**src/rtl/muldiv_unit_if.sv**
```systemverilog
// muldiv_unit_if: request/response bundle between the execute stage and muldiv_unit.
interface muldiv_unit_if #(
    parameter int DW = 32
);
    logic          start_i;
    logic [2:0]    funct3_i;
    logic [DW-1:0] operand_1_i;
    logic [DW-1:0] operand_2_i;
    logic          flush_i;
    logic          busy_o;
    logic          done_o;
    logic [DW-1:0] result_o;

    modport master (
        output start_i, funct3_i, operand_1_i, operand_2_i, flush_i,
        input  busy_o, done_o, result_o
    );

    modport slave (
        input  start_i, funct3_i, operand_1_i, operand_2_i, flush_i,
        output busy_o, done_o, result_o
    );
endinterface

```
**src/rtl/muldiv_unit.sv**
```systemverilog
// muldiv_unit: iterative RV32M multiply/divide on one shared shift/add datapath.
// Define MULDIV_FAST_MUL_EN to make multiplies single-cycle with a combinational multiplier.
module muldiv_unit #(
    parameter int DW = 32
) (
    input logic          clk,
    input logic          rst,
    muldiv_unit_if.slave bus
);
    localparam int CW = $clog2(DW);
    localparam logic [DW-1:0] MIN_NEG = {1'b1, {(DW-1){1'b0}}};

    typedef enum logic [1:0] {IDLE, CALC, DONE} state_t;
    state_t state, state_next;

    logic [2:0]    funct3;
    logic [DW-1:0] addend;
    logic [2*DW:0] work;
    logic          neg_result;
    logic [CW-1:0] count;
    logic [DW-1:0] result;

    logic          in_div, sgn_1_en, sgn_2_en, sign_1, sign_2, in_sign;
    logic [DW-1:0] mag_1_in, mag_2_in;
    logic          div_by_zero, div_ovf, special;
    logic [DW-1:0] special_result;
    logic          fast_take, immediate;
    logic [DW-1:0] fast_result, immediate_result;
    logic          last_step;

    logic [DW:0]     mul_sum, div_shift, div_trial;
    logic [2*DW:0]   work_step;
    logic [2*DW-1:0] prod_s;
    logic [DW-1:0]   quo_s, rem_s, final_result;

    // Request decode: operand magnitudes, result sign and early-finish cases.
    always_comb begin
        in_div   = bus.funct3_i[2];
        sgn_1_en = in_div ? ~bus.funct3_i[0] : (bus.funct3_i[1:0] != 2'b11);
        sgn_2_en = in_div ? ~bus.funct3_i[0] : ~bus.funct3_i[1];
        sign_1   = sgn_1_en & bus.operand_1_i[DW-1];
        sign_2   = sgn_2_en & bus.operand_2_i[DW-1];
        mag_1_in = sign_1 ? -bus.operand_1_i : bus.operand_1_i;
        mag_2_in = sign_2 ? -bus.operand_2_i : bus.operand_2_i;
        in_sign  = (in_div && bus.funct3_i[1]) ? sign_1 : (sign_1 ^ sign_2);

        div_by_zero = in_div && (bus.operand_2_i == '0);
        div_ovf     = in_div && !bus.funct3_i[0] && (bus.operand_1_i == MIN_NEG)
                      && (bus.operand_2_i == '1);
        special     = div_by_zero || div_ovf;
        if (div_by_zero)
            special_result = bus.funct3_i[1] ? bus.operand_1_i : '1;
        else
            special_result = bus.funct3_i[1] ? '0 : bus.operand_1_i;
    end

`ifdef MULDIV_FAST_MUL_EN
    logic [2*DW-1:0] fast_a, fast_b, fast_prod;

    always_comb begin
        fast_a      = {{DW{sign_1}}, bus.operand_1_i};
        fast_b      = {{DW{sgn_2_en & bus.operand_2_i[DW-1]}}, bus.operand_2_i};
        fast_prod   = fast_a * fast_b;
        fast_take   = !in_div;
        fast_result = (bus.funct3_i[1:0] == 2'b00) ? fast_prod[DW-1:0] : fast_prod[2*DW-1:DW];
    end
`else
    always_comb begin
        fast_take   = 1'b0;
        fast_result = '0;
    end
`endif

    always_comb begin
        immediate        = special || fast_take;
        immediate_result = special ? special_result : fast_result;
    end

    // One iteration: shift-add for multiply, restoring subtract for divide.
    always_comb begin
        mul_sum   = {1'b0, work[2*DW-1:DW]} + (work[0] ? {1'b0, addend} : '0);
        div_shift = {work[2*DW-1:DW], work[DW-1]};
        div_trial = div_shift - {1'b0, addend};
        if (funct3[2])
            work_step = div_trial[DW] ? {div_shift, work[DW-2:0], 1'b0}
                                      : {div_trial, work[DW-2:0], 1'b1};
        else
            work_step = {1'b0, mul_sum, work[DW-1:1]};

        prod_s = neg_result ? -work_step[2*DW-1:0] : work_step[2*DW-1:0];
        quo_s  = neg_result ? -work_step[DW-1:0] : work_step[DW-1:0];
        rem_s  = neg_result ? -work_step[2*DW-1:DW] : work_step[2*DW-1:DW];
        if (funct3[2])
            final_result = funct3[1] ? rem_s : quo_s;
        else
            final_result = (funct3[1:0] == 2'b00) ? prod_s[DW-1:0] : prod_s[2*DW-1:DW];
        last_step = (count == CW'(DW - 1));
    end

    always_ff @(posedge clk or posedge rst) begin
        if (rst)
            state <= IDLE;
        else
            state <= state_next;
    end

    // Flush takes priority over the final iteration so an aborted op never reports.
    always_comb begin
        state_next = state;
        case (state)
            IDLE: if (bus.start_i) state_next = immediate ? DONE : CALC;
            CALC: begin
                if (bus.flush_i)
                    state_next = IDLE;
                else if (last_step)
                    state_next = DONE;
            end
            DONE:    state_next = IDLE;
            default: state_next = IDLE;
        endcase
        bus.busy_o   = (state == CALC);
        bus.done_o   = (state == DONE);
        bus.result_o = result;
    end

    always_ff @(posedge clk or posedge rst) begin
        if (rst) begin
            funct3     <= '0;
            addend     <= '0;
            work       <= '0;
            neg_result <= 1'b0;
            count      <= '0;
            result     <= '0;
        end else begin
            case (state)
                IDLE: begin
                    if (bus.start_i) begin
                        funct3     <= bus.funct3_i;
                        addend     <= in_div ? mag_2_in : mag_1_in;
                        work       <= {{(DW+1){1'b0}}, in_div ? mag_1_in : mag_2_in};
                        neg_result <= in_sign;
                        count      <= '0;
                        if (immediate)
                            result <= immediate_result;
                    end
                end
                CALC: begin
                    if (!bus.flush_i) begin
                        work  <= work_step;
                        count <= count + 1'b1;
                        if (last_step)
                            result <= final_result;
                    end
                end
                default: ;
            endcase
        end
    end
endmodule
```
**src/flat_wrapper.sv**
```systemverilog
// flat-port wrapper written by rule: the top's interface ports become plain ports
module muldiv_unit_flat 
#(
    parameter int DW = 32
)
  (clk, rst, bus_start_i, bus_funct3_i, bus_operand_1_i, bus_operand_2_i, bus_flush_i, bus_busy_o, bus_done_o, bus_result_o);
  muldiv_unit_if #(.DW(DW)) bus_i ();
  input logic clk;
  input logic rst;
  input wire logic [$bits(bus_i.start_i)-1:0] bus_start_i;
  input wire logic [$bits(bus_i.funct3_i)-1:0] bus_funct3_i;
  input wire logic [$bits(bus_i.operand_1_i)-1:0] bus_operand_1_i;
  input wire logic [$bits(bus_i.operand_2_i)-1:0] bus_operand_2_i;
  input wire logic [$bits(bus_i.flush_i)-1:0] bus_flush_i;
  output wire logic [$bits(bus_i.busy_o)-1:0] bus_busy_o;
  output wire logic [$bits(bus_i.done_o)-1:0] bus_done_o;
  output wire logic [$bits(bus_i.result_o)-1:0] bus_result_o;
  assign bus_i.start_i = bus_start_i;
  assign bus_i.funct3_i = bus_funct3_i;
  assign bus_i.operand_1_i = bus_operand_1_i;
  assign bus_i.operand_2_i = bus_operand_2_i;
  assign bus_i.flush_i = bus_flush_i;
  assign bus_busy_o = bus_i.busy_o;
  assign bus_done_o = bus_i.done_o;
  assign bus_result_o = bus_i.result_o;
  muldiv_unit #(.DW(DW)) u_core (.clk(clk), .rst(rst), .bus(bus_i));
endmodule
```
**config.mk**
```make
export PLATFORM = sky130hd
export DESIGN_NAME = muldiv_unit_flat
export DESIGN_NICKNAME = d
export VERILOG_FILES = /design/src/rtl/muldiv_unit_if.sv /design/src/rtl/muldiv_unit.sv /design/src/flat_wrapper.sv
export SDC_FILE = /design/constraint.sdc
export NUM_CORES = 1
export LEC_CHECK = 0
export ABC_AREA = 1
export BUFFER_PORTS_ARGS = -buffer_cell sky130_fd_sc_hd__buf_2
export CORE_UTILIZATION = 30
export CTS_CLUSTER_SIZE = 30
export DETAILED_ROUTE_END_ITERATION = 6
export GPL_TIMING_DRIVEN = 0
export SYNTH_ARGS = -nofsm -noshare
export SYNTH_HDL_FRONTEND = slang
export SYNTH_SLANG_ARGS = --single-unit
```
**constraint.sdc**
```tcl
create_clock -name clk -period 5.7 [get_ports clk]
set_clock_uncertainty 0.05 [all_clocks]
set_input_delay 0.285 -clock clk [delete_from_list [all_inputs] [get_ports clk]]
set_output_delay 0.285 -clock clk [all_outputs]
set_load 0.005 [all_outputs]
```
==> reports/metrics.cfg <==
[detailed_routing]
drt_iter0_drc = 2548
dr.pass1.iters = 7
via_per_inst = 5.339
num_vias = 21970
drt-total-wl_um = 87470
route.detailed.drc = 2
routedWlPerCell_um = 21.26
ant_nets = 0

[timing]
max_freq_mhz = 184.1
finalHoldViolCount = 0
finalCritPeriodShare_pct = 95.28
drv_slew = 0
setup_slack_ns = 0.2691
final.min_clock_period_ns = 5.431
setup_viol = 0
maxSlewHeadroom_pct = 34.85
tightest_slew_ns = 0.9714

[clock_tree]
ctsRootBufferMaster = clkbuf_16
clockBufferDepth = 2
cts_buffers = 17
clk_pin_slew_ns = 0.08
insertion_delay_ns = 0.47
htreeDepth = 4
cts_tree = built
cts_sinks = 139

[place]
hpwl_um = 72730
place_congestion = 1.069
post-place-ws_ns = -0.1335
io_buffers = 102
placed_area_mm2 = 0.01977

[final_layout]
drive_above_1_share_pct = 8.553
final_cell_mix = nand2_1 (1032), inv_1 (453), nor2_1 (267), nand3_1 (267), o21ai_0 (181)
multiInputGateArea_mm2 = 0.01251
seq_area_mm2 = 0.003478
final_common_cell = nand2_1
fin_util_pct = 33.89
nNetsFinal = 3463
fin_area_mm2 = 0.02041
diodes = 0
areaGrowthSynthToFinish_pct = 11.87
fillers = 6874

[grt]
grt_usage_pct = 27.80
antenna_found_initial = 0
grt_max_degree = 77
grt_pass1_vias = 20070
grt_pass1_wl_um = 128200
grt_overflow_total = 0

[critical_path]
critical_path_buf_inv_count = 5
crit_fanout = 7
worst_ep_required_time_ns = 6.00
worst-path-stages = 36
slowest_stage = dfrtp_1
r2r_start = u_core.work[31]
r2r_end = u_core.bus.result_o[28]
rr_worst_depth = 36
crit_path_start_kind = flip-flop
endpoint_kind = flip-flop
cp.arrival_ns = 5.73
worstSetupStartpoint = u_core.work[31]
slowest_delay_ns = 0.36
endpoint = u_core.bus.result_o[28]
critPathTopFamily = simple AND/OR/NAND/NOR gates
worst-r2r-setup-slack_ns = 0.27
path_common_cell = nand2_1
path_class = reg -> reg

[synth]
synth_edf_count = 0
synthTopCellsByArea = nand2_1 (21%), dfrtp_1 (19%), inv_1 (9.3%)
synth_compound_area_share_pct = 16.95
yosys.area_share.simple_pct = 41.32
synth.avg_cell_area_um2 = 5.713
yosysWarningCount = 0
synth-seq-cells = 139
synth.mux.area_fraction_pct = 0.05485
synth_top_family_by_area = simple AND/OR/NAND/NOR gates
synthAdderAreaFrac_pct = 5.087
seq_area_frac_synth_pct = 19.06
synth_xor_area_share_pct = 4.943
syn_nets = 3338
synthCells = 3194
yosysTopAreaCell = nand2_1
synth_area_mm2 = 0.01825
synth_cell_type_count = 59
synth_ff_type = dfrtp_1
async_reset_ff_share_pct = 100.0
yosys.area.top_type_share_pct = 21.27

[hold_path]
min_path_type = in -> reg
hold_path_depth = 3
min-delay-start = bus_start_i

[run_status]
outcome = finished with violations
failed_checks = DRC

[die]
row_count = 90
die_x_um = 248.6
io_pins = 105
initial_core_util_pct = 30.29
core-area_mm2 = 0.06025
dieArea_mm2 = 0.06182
die_y_um = 248.6

[run]
maxCapViolations = 0

-- worst min-delay path by stage --
stage	to	slack (ns)
6_report	u_core.state[0]	0.05
5_1_grt	u_core.state[0]	0.1
4_1_cts	u_core.state[0]	0.05
3_5_place_dp	u_core.state[0]	0.37
3_3_place_gp	u_core.bus.result_o[8]	0.41
2_1_floorplan	u_core.addend[0]	0.39
-- sequential cells by signal, summed over array words and instances, names as in the netlist --
name and cells:
u_core.funct3 3, u_core.work 64, u_core.bus.result_o 32, u_core.addend 32, u_core.state 2, u_core.neg_result 1
u_core.count 5
-- per-stage QoR --
stage,std cells,hold WS (ns),TNS [ns]
finish,4114,0.05450,0
floorplan,3194,0.3858,0
detailed placement,4079,0.3718,-0.2444
global placement,4078,0.4128,-51.88
global route,4114,0.09520,-0.01387
CTS,4112,0.05127,0
-- tightest hold or removal path, cell delays in order --
cell	delay [ns]
buf_2	0.09
inv_1	0.06
a22oi_1	0.08
-- routing by layer --
layer / GRT usage [%] / wire, µm
met1: 37.03 / 36510
met3: 4.355 / 8333
met5: 0 / 0
met2: 43.01 / 37400
met4: 15.05 / 5225
-- cell usage after synthesis (39+ instances only) --
cell and instances:
nand4_1 42, nand2_1 1034, o21ai_0 181, dfrtp_1 139, inv_1 454, nor2_1 268
o22ai_1 39, ha_1 71, nand2_2 39, xor2_1 80, a21oi_1 125, nand3_1 268
clkbuf_1 78
-- cell type report --
cell class	instances	share of cell area, %
Buffer	117	2.494
Tap cell	782	4.793
Clock inverter	12	0.6129
Sequential cell	139	17.04
Clock buffer	20	2.237
Multi-Input combinational cell	2462	61.29
Timing Repair Buffer	106	2.758
Inverter	476	8.777
-- kinds of logic (layout without fill, tap and decap cells) --
group / count (synthesis) / count (layout)
compound gates: 523 / 523
xor+xnor: 103 / 103
fa+ha+maj: 73 / 73
buf+inv: 593 / 731
flops: 139 / 139
mux: 1 / 1
simple gates: 1762 / 1762
-- timing repair --
| item | 4_1_cts | 5_1_grt |
|---|---|---|
| endpoints found under the hold margin | 63 | 0 |
| hold buffers | 1 | 0 |
| resized for setup | 2 | 7 |
| setup endpoints to repair | 4 | 16 |
| pin swaps | 0 | 2 |
| setup buffers | 0 | 2 |
Power is not shown: default switching activity piles up to over one toggle a cycle in this logic, so the estimate is an artifact.
